**src/rtl/uart_reg_sequencer.sv**
```systemverilog
// ---------------------------------------------------------------------------
// uart_reg_sequencer
//
// Brings up a 16550-style UART after reset and then arbitrates single
// register accesses between a CPU request port and an optional transmit
// byte stream that feeds the THR.
//
// After reset the sequencer writes, one register per cycle:
//   LCR with DLAB set, DLL, DLM, LCR with DLAB clear, FCR
// and then raises init_done and starts serving requests.
//
// Ports
//   clk, rst                  clock, asynchronous active-high reset
//   cpu_req/we/addr/wdata     CPU register request, held until cpu_ack
//   cpu_ack, cpu_rdata        one-cycle completion pulse, read data (held)
//   tx_valid, tx_data         byte stream towards THR (address 0)
//   tx_ready                  one-cycle pulse when a stream byte is taken
//   uart_cs/wr/addr/din       16550 register strobe, direction, address, data
//   uart_dout                 16550 read data, sampled during the access cycle
//   txrdy_n                   16550 TXRDYn, low when the THR/FIFO has room
//   init_done                 high from the first IDLE cycle until reset
//
// Build option
//   UART_SEQ_TX_STREAM_EN     when defined, the stream port takes part in
//                             round-robin arbitration; otherwise tx_ready is
//                             tied low and the CPU is the only requester.
// ---------------------------------------------------------------------------
module uart_reg_sequencer #(
    parameter logic [7:0] DIV_LSB = 8'h1B,
    parameter logic [7:0] DIV_MSB = 8'h00,
    parameter logic [7:0] LCR_VAL = 8'h03,
    parameter logic [7:0] FCR_VAL = 8'h07
) (
    input  logic       clk,
    input  logic       rst,
    input  logic       cpu_req,
    input  logic       cpu_we,
    input  logic [2:0] cpu_addr,
    input  logic [7:0] cpu_wdata,
    output logic       cpu_ack,
    output logic [7:0] cpu_rdata,
    input  logic       tx_valid,
    input  logic [7:0] tx_data,
    output logic       tx_ready,
    output logic       uart_cs,
    output logic       uart_wr,
    output logic [2:0] uart_addr,
    output logic [7:0] uart_din,
    input  logic [7:0] uart_dout,
    input  logic       txrdy_n,
    output logic       init_done
);

    typedef enum logic [2:0] {
        INIT_LCR_DLAB,
        INIT_DLL,
        INIT_DLM,
        INIT_LCR,
        INIT_FCR,
        IDLE,
        ACCESS,
        RESP
    } state_t;

    state_t     state;

    // Latched command for the single ACCESS cycle
    logic       cmd_we;
    logic       cmd_cpu;
    logic [2:0] cmd_addr;
    logic [7:0] cmd_data;

    // Round-robin memory: 1 = stream was granted last, so the CPU wins the next tie
    logic       last_stream;

    logic       stream_elig;
    logic       grant_cpu;
    logic       grant_stream;

`ifdef UART_SEQ_TX_STREAM_EN
    // A stream byte is only worth granting when the UART can take it
    assign stream_elig = tx_valid & ~txrdy_n;
    // Valid/ready handshake completes in the grant cycle itself
    assign tx_ready    = grant_stream;
`else
    logic unused_stream;
    assign unused_stream = ^{tx_valid, tx_data, txrdy_n};
    assign stream_elig   = 1'b0;
    assign tx_ready      = 1'b0;
`endif

    always_comb begin
        grant_cpu    = 1'b0;
        grant_stream = 1'b0;
        if (state == IDLE) begin
            if (cpu_req && stream_elig) begin
                grant_cpu    = last_stream;
                grant_stream = ~last_stream;
            end else begin
                grant_cpu    = cpu_req;
                grant_stream = stream_elig;
            end
        end
    end

    // Register-port strobes are decoded straight from the state register so
    // each init write and each access occupies exactly its own state cycle.
    // Reset overrides the decode because the reset state is an init state.
    always_comb begin
        uart_cs   = 1'b0;
        uart_wr   = 1'b0;
        uart_addr = 3'd0;
        uart_din  = 8'h00;
        unique case (state)
            INIT_LCR_DLAB: begin
                uart_cs   = 1'b1;
                uart_wr   = 1'b1;
                uart_addr = 3'd3;
                uart_din  = {1'b1, LCR_VAL[6:0]};
            end
            INIT_DLL: begin
                uart_cs   = 1'b1;
                uart_wr   = 1'b1;
                uart_addr = 3'd0;
                uart_din  = DIV_LSB;
            end
            INIT_DLM: begin
                uart_cs   = 1'b1;
                uart_wr   = 1'b1;
                uart_addr = 3'd1;
                uart_din  = DIV_MSB;
            end
            INIT_LCR: begin
                uart_cs   = 1'b1;
                uart_wr   = 1'b1;
                uart_addr = 3'd3;
                uart_din  = {1'b0, LCR_VAL[6:0]};
            end
            INIT_FCR: begin
                uart_cs   = 1'b1;
                uart_wr   = 1'b1;
                uart_addr = 3'd2;
                uart_din  = FCR_VAL;
            end
            ACCESS: begin
                uart_cs   = 1'b1;
                uart_wr   = cmd_we;
                uart_addr = cmd_addr;
                uart_din  = cmd_data;
            end
            default: begin
            end
        endcase
        if (rst) begin
            uart_cs = 1'b0;
            uart_wr = 1'b0;
        end
    end

    always_ff @(posedge clk or posedge rst) begin
        if (rst) begin
            state       <= INIT_LCR_DLAB;
            init_done   <= 1'b0;
            cpu_ack     <= 1'b0;
            cpu_rdata   <= 8'h00;
            cmd_we      <= 1'b0;
            cmd_cpu     <= 1'b0;
            cmd_addr    <= 3'd0;
            cmd_data    <= 8'h00;
            last_stream <= 1'b1;
        end else begin
            cpu_ack <= 1'b0;
            case (state)
                INIT_LCR_DLAB: state <= INIT_DLL;
                INIT_DLL:      state <= INIT_DLM;
                INIT_DLM:      state <= INIT_LCR;
                INIT_LCR:      state <= INIT_FCR;
                INIT_FCR: begin
                    state     <= IDLE;
                    init_done <= 1'b1;
                end
                IDLE: begin
                    if (grant_cpu || grant_stream) begin
                        // Stream bytes always go to THR at address 0
                        cmd_cpu     <= grant_cpu;
                        cmd_we      <= grant_cpu ? cpu_we    : 1'b1;
                        cmd_addr    <= grant_cpu ? cpu_addr  : 3'd0;
                        cmd_data    <= grant_cpu ? cpu_wdata : tx_data;
                        last_stream <= grant_stream;
                        state       <= ACCESS;
                    end
                end
                ACCESS: begin
                    // Read data is captured while cs is asserted so it is
                    // already valid when the ack pulse appears in RESP.
                    if (cmd_cpu) begin
                        cpu_ack <= 1'b1;
                        if (!cmd_we) begin
                            cpu_rdata <= uart_dout;
                        end
                    end
                    state <= RESP;
                end
                RESP:    state <= IDLE;
                default: state <= INIT_LCR_DLAB;
            endcase
        end
    end

endmodule

```
**config.mk**
```make
export PLATFORM = sky130hd
export DESIGN_NAME = uart_reg_sequencer
export DESIGN_NICKNAME = d
export VERILOG_FILES = /design/src/rtl/uart_reg_sequencer.sv
export SDC_FILE = /design/constraint.sdc
export NUM_CORES = 1
export LEC_CHECK = 0
export CORE_UTILIZATION = 41
export DETAILED_ROUTE_END_ITERATION = 8
export MAX_ROUTING_LAYER = met4
export PLACE_DENSITY_LB_ADDON = 0.05
export SLEW_MARGIN = 20
export SYNTH_ARGS = -nofsm -noshare
export SYNTH_HDL_FRONTEND = slang
export SYNTH_SLANG_ARGS = --single-unit
```
**constraint.sdc**
```tcl
create_clock -name clk -period 2.07 [get_ports clk]
set_input_delay 0.5175 -clock clk [delete_from_list [all_inputs] [get_ports clk]]
set_output_delay 0.5175 -clock clk [all_outputs]
set_load 0.005 [all_outputs]
```
# Word-level counts from Yosys, hierarchy flattened
# Index checks and enable logic that the tools add are counted.
[totals] register_bits=26 inputBits=33 out_inout_bits=24 elab_cells=35
[classes] n_eq_ne=8 muxes=11 n_bitwise=1 n_reduce_logical=7
[op_table] cell="8-bit case mux with 5 select lines" count=1
[op_table] cell="3-bit case mux with 7 select lines" count=1
[op_table] cell="3-bit == test, second input constant" count=4
[op_table] cell="3-bit case mux with 4 select lines" count=1
[op_table] cell="3-bit by 2-bit == test with 1-bit output, second input constant" count=2
[op_table] cell="1-bit two-way mux" count=6
[op_table] cell="6-bit OR reduction" count=1
[op_table] cell="5-bit OR reduction" count=1
[op_table] cell="2-bit OR reduction" count=2
[op_table] cell="3-bit by 1-bit == test with 1-bit output, second input constant" count=1
[op_table] cell="3-bit logical NOT" count=1
[op_table] cell="3-bit two-way mux" count=1
[op_table] cell="3-bit AND reduction" count=1
[op_table] cell="2-bit inequality test, second input constant" count=1
[op_table] cell="1-bit case mux with 2 select lines" count=1
[op_table] cell="2-bit AND reduction" count=1
[op_table] cell="1-bit inverter" count=1

# Longest topological paths before layout
# Gate-level depths: netlist of run 1.
[logic_depth] depth_word=4 ltp_mapped=6 mapped_depth_nobuf=5

# Least setup slack after synthesis of run 1
# OpenSTA, ideal clock, no wires.
[synth_timing] path_kind="register to output" startpoint="register state[0]" endpoint="output port uart_din[0]" arrival_time_ps=1360 required_time_ps=1553 setup_slack_ps=193 stages_incl_launch_ff=7 n_path_buf=1 path_cell_list="dfrtp_1 > buf_6 > inv_1 > ha_1 > nor2b_1 > a21oi_1 > o21ai_0"
[synth_between] elab_chain_cells=2 elab_cells_between_ends=6 classes_between="4 x eq/ne; 1 x mux; 1 x reduce/logical"
[synth_rtl] item="from (decl)" line="65" source="state_t state;"
[synth_rtl] item="from (signal assigned)" line="162" source="state <= INIT_LCR_DLAB;"
[synth_rtl] item="from (signal assigned)" line="174" source="INIT_LCR_DLAB: state <= INIT_DLL;"
[synth_rtl] item="from (signal assigned)" line="175" source="INIT_DLL: state <= INIT_DLM;"
[synth_rtl] item="3-bit == test, or another cell as far along" line="114" source="unique case (state)"
[synth_rtl] item="8-bit case mux with 5 select lines *" line="114"
[synth_rtl] item="to (decl)" line="48" source="output logic [7:0] uart_din,"
# Every way passes the cells marked *; elsewhere a longest branch is shown, timed or not.

# Worst setup path after layout of run 1
[layout_timing] startpoint="register state[2]" endpoint="output port uart_din[1]"
# The elaborated chain is that of the path after synthesis.

==> impl_metrics.env, run 1 <==
export IMPL_hold_viol=0
export IMPL_clkLatencyLatePin_ns=0.32
export IMPL_drive_above_1_share_pct=44.3
export IMPL_htree_levels=1
export IMPL_vias_per_cell=5.16
export IMPL_firstDrtPassIters=6
export IMPL_overflow=0
export IMPL_path_class="reg -> out"
export IMPL_io_pins=57
export IMPL_syn_avg_cell_area_sq_um=12.3
export IMPL_leakage_nw=0.897
export IMPL_maxSlewViolCount=0
export IMPL_ant_nets=0
export IMPL_clock_skew_ns=0.00489
export IMPL_p_per_area_nw_per_um2=915
export IMPL_synthCells=102
export IMPL_routabilityCongestion=0.825
export IMPL_violations="DRC, setup timing"
export IMPL_syn_to_final_growth_pct=56.7
export IMPL_cap_violations=0
export IMPL_cts_tree="done"
export IMPL_fin_util_pct=69.3
export IMPL_post_route_period_util_pct=107
export IMPL_cts_root_buf="clkbuf_4"
export IMPL_slowest_stage="dfrtp_1"
export IMPL_min_delay_path_class="reg -> reg"
export IMPL_grt_max_degree=27
export IMPL_synth_fp_nets=138
export IMPL_irDropWorstVdd_v=0.000566
export IMPL_antenna_found_initial=0
export IMPL_path_cells="buf_6 > ha_4 > nor2b_4 > buf_4 > a21oi_1 > o21ai_1 > buf_2"
export IMPL_multiInputGateArea_sq_um=628
export IMPL_finalWorstSetupSlack_ns=-0.148
export IMPL_grt_first_pass_wirelength_microns=4710
export IMPL_initial_utilization_pct=44.2
export IMPL_vias=1021
export IMPL_post_place_ws_ns=-0.239
export IMPL_seqCellArea_sq_um=652
export IMPL_die_y_microns=57.2
export IMPL_cpPeakStageDelay_ns=0.42
export IMPL_dp_cells=180
export IMPL_cp_arrival_ns=1.70
export IMPL_finalNonFillerCells=198
export IMPL_dp_hpwl_microns=1890
export IMPL_setup_viol_count_final=8
export IMPL_fin_nets=204
export IMPL_ys_warn_count=0
export IMPL_cts_sinks=26
export IMPL_routed_wl_microns=2800
export IMPL_first_iter_violations=20
export IMPL_clk_pin_slew_ns=0.13
export IMPL_cp_max_fo=3
export IMPL_wl_per_cell_microns=14.1
export IMPL_grt_pass1_vias=1054
export IMPL_hold_buffers=0
export IMPL_fmax_mhz=451
export IMPL_io_buffers=45
export IMPL_die_area_sq_um=3280
export IMPL_status="finished, violations left"
export IMPL_diodes=0
export IMPL_syn_area_sq_um=1250
export IMPL_num_rows=19
export IMPL_period_needed_ns=2.22
export IMPL_ys_types=30
export IMPL_critPathRequiredTime_ns=1.55
export IMPL_fillers=205
export IMPL_drc=3
export IMPL_endpoint_kind="primary output"
export IMPL_synth_seq_cells=26
export IMPL_core_area_sq_um=2830
export IMPL_clk_path_buf_depth=2
export IMPL_die_w_microns=57.2
export IMPL_synth_seq_area_share_pct=52.0
export IMPL_cts_buffers=3
export IMPL_cp_start_kind="flip-flop"
export IMPL_rsz0062_at_grt="yes"
export IMPL_timing_hold_ws_ns=0.482
export IMPL_grt_use_total_pct=19.6
[what timing repair did]
item                       in CTS  in global routing
resized for setup              66                  9
setup buffers                  11                  4
pin swaps                       2                  6
setup endpoints to repair      13                 13
[cells by family after synthesis]
family          count (synthesis)  share of synthesized area (%)
simple gates                   25                           13.9
compound gates                 18                           8.00
other cells                     1                          0.300
buf+inv                         9                           4.80
fa+ha+maj                       3                           3.00
flops                          26                           52.0
mux                            20                           18.0
[Yosys cell counts, drive strengths merged]
library cell / n / area share [%]
o21bai: 1 / 0.60
o21ai: 8 / 3.2
o32ai: 1 / 0.70
buf: 4 / 2.5
nand2: 5 / 1.5
nor3: 2 / 1.7
nand2b: 2 / 1.6
and3: 2 / 1.0
a21boi: 1 / 0.60
nor2b: 3 / 2.1
conb: 1 / 0.30
ha: 3 / 3.0
inv: 4 / 1.2
dfrtp: 26 / 52
a31oi: 1 / 0.50
clkbuf: 1 / 1.1
or2b: 1 / 0.60
a21oi: 6 / 2.4
mux2: 20 / 18
nor2: 5 / 1.5
and3b: 2 / 1.5
nand3: 2 / 1.8
and2b: 1 / 0.60
[metal layers]
layer / global-route usage, % / up-vias / part of all wire, %
met5: - / - / 0
met4: 4.88 / 0 / 1.1
met3: 5.90 / 4 / 5.6
met2: 32.3 / 32 / 50
met1: 23.7 / 505 / 43
li1: - / 480 / -
[power breakdown]
| part | leakage (nW) | total (mW) | internal (mW) | switching [mW] |
|---|---|---|---|---|
| combinational | 0.578 | 0.744 | 0.484 | 0.260 |
| sequential | 0.299 | 0.802 | 0.690 | 0.112 |
| clock | 0.0210 | 0.248 | 0.108 | 0.140 |
[through the flow]
step	setup TNS [ns]	power [mW]	area [sq um]
2_1_floorplan	0	1.13	1250
3_3_place_gp	-0.970	1.42	1750
3_5_place_dp	-1.00	1.44	1750
4_1_cts	-0.486	1.76	1890
5_1_grt	-1.53	1.91	1960
6_report	-0.641	1.79	1960
[critical path: cells and delay by family, from the launching register on]
kind            cells  cell delay [ns]
fa+ha+maj           1             0.26
flops               1             0.42
simple gates        1             0.14
buf+inv             3             0.39
compound gates      2             0.17
[path summary, 6_finish.rpt]
check / from / to / slack (ns) / depth (start not counted)
min in group asynchronous: rst / state[0] / 0.64 / 3
hold / removal: cmd_cpu / cmd_cpu / 0.48 / 1
hold reg to reg: cmd_cpu / cmd_cpu / 0.48 / 1
max in group asynchronous: rst / state[1] / 1.18 / 3
setup / recovery: state[2] / uart_din[1] / -0.15 / 7
setup reg to reg: state[0] / cpu_rdata[7] / 0.33 / 5
[registers in the layout, summed over array words and instances (netlist names)]
| register | count |
|---|---|
| cmd_data | 8 |
| cpu_rdata | 8 |
| state | 3 |
| cmd_addr | 3 |
| init_done | 1 |
| cmd_we | 1 |
| cpu_ack | 1 |
| cmd_cpu | 1 |
[area by class of cell]
class | count | area share [%]
Sequential cell | 26 | 33.2
Multi-Input combinational cell | 67 | 32.0
Timing Repair Buffer | 66 | 30.0
Tap cell | 31 | 1.98
Clock buffer | 4 | 1.85
Inverter | 4 | 0.893
[layout by cell type (no fill, tap or decap), types with 2 or more instances in the layout]
cell	synthesis	layout
nand2b_4	1	2
o21ai_0	8	6
ha_4	0	2
buf_2	1	10
buf_6	1	6
nor2b_4	1	2
a21oi_1	6	5
dlygate4sd2_1	0	2
buf_4	2	15
nor2_1	5	4
clkdlybuf4s50_1	0	32
nand2_1	5	5
mux2_2	20	20
dfrtp_1	26	25
inv_1	4	3
o21ai_1	0	2
clkbuf_4	0	3
nor3_4	1	2
Power figures use the tool's default switching activity.
==> inputs of run 2 (changes only) <==
Settings changed: GPL_ROUTABILITY_DRIVEN set to 0.
==> results of run 2 <==
Same layout as run 1: the final DEF is identical, and so are final timing and power.
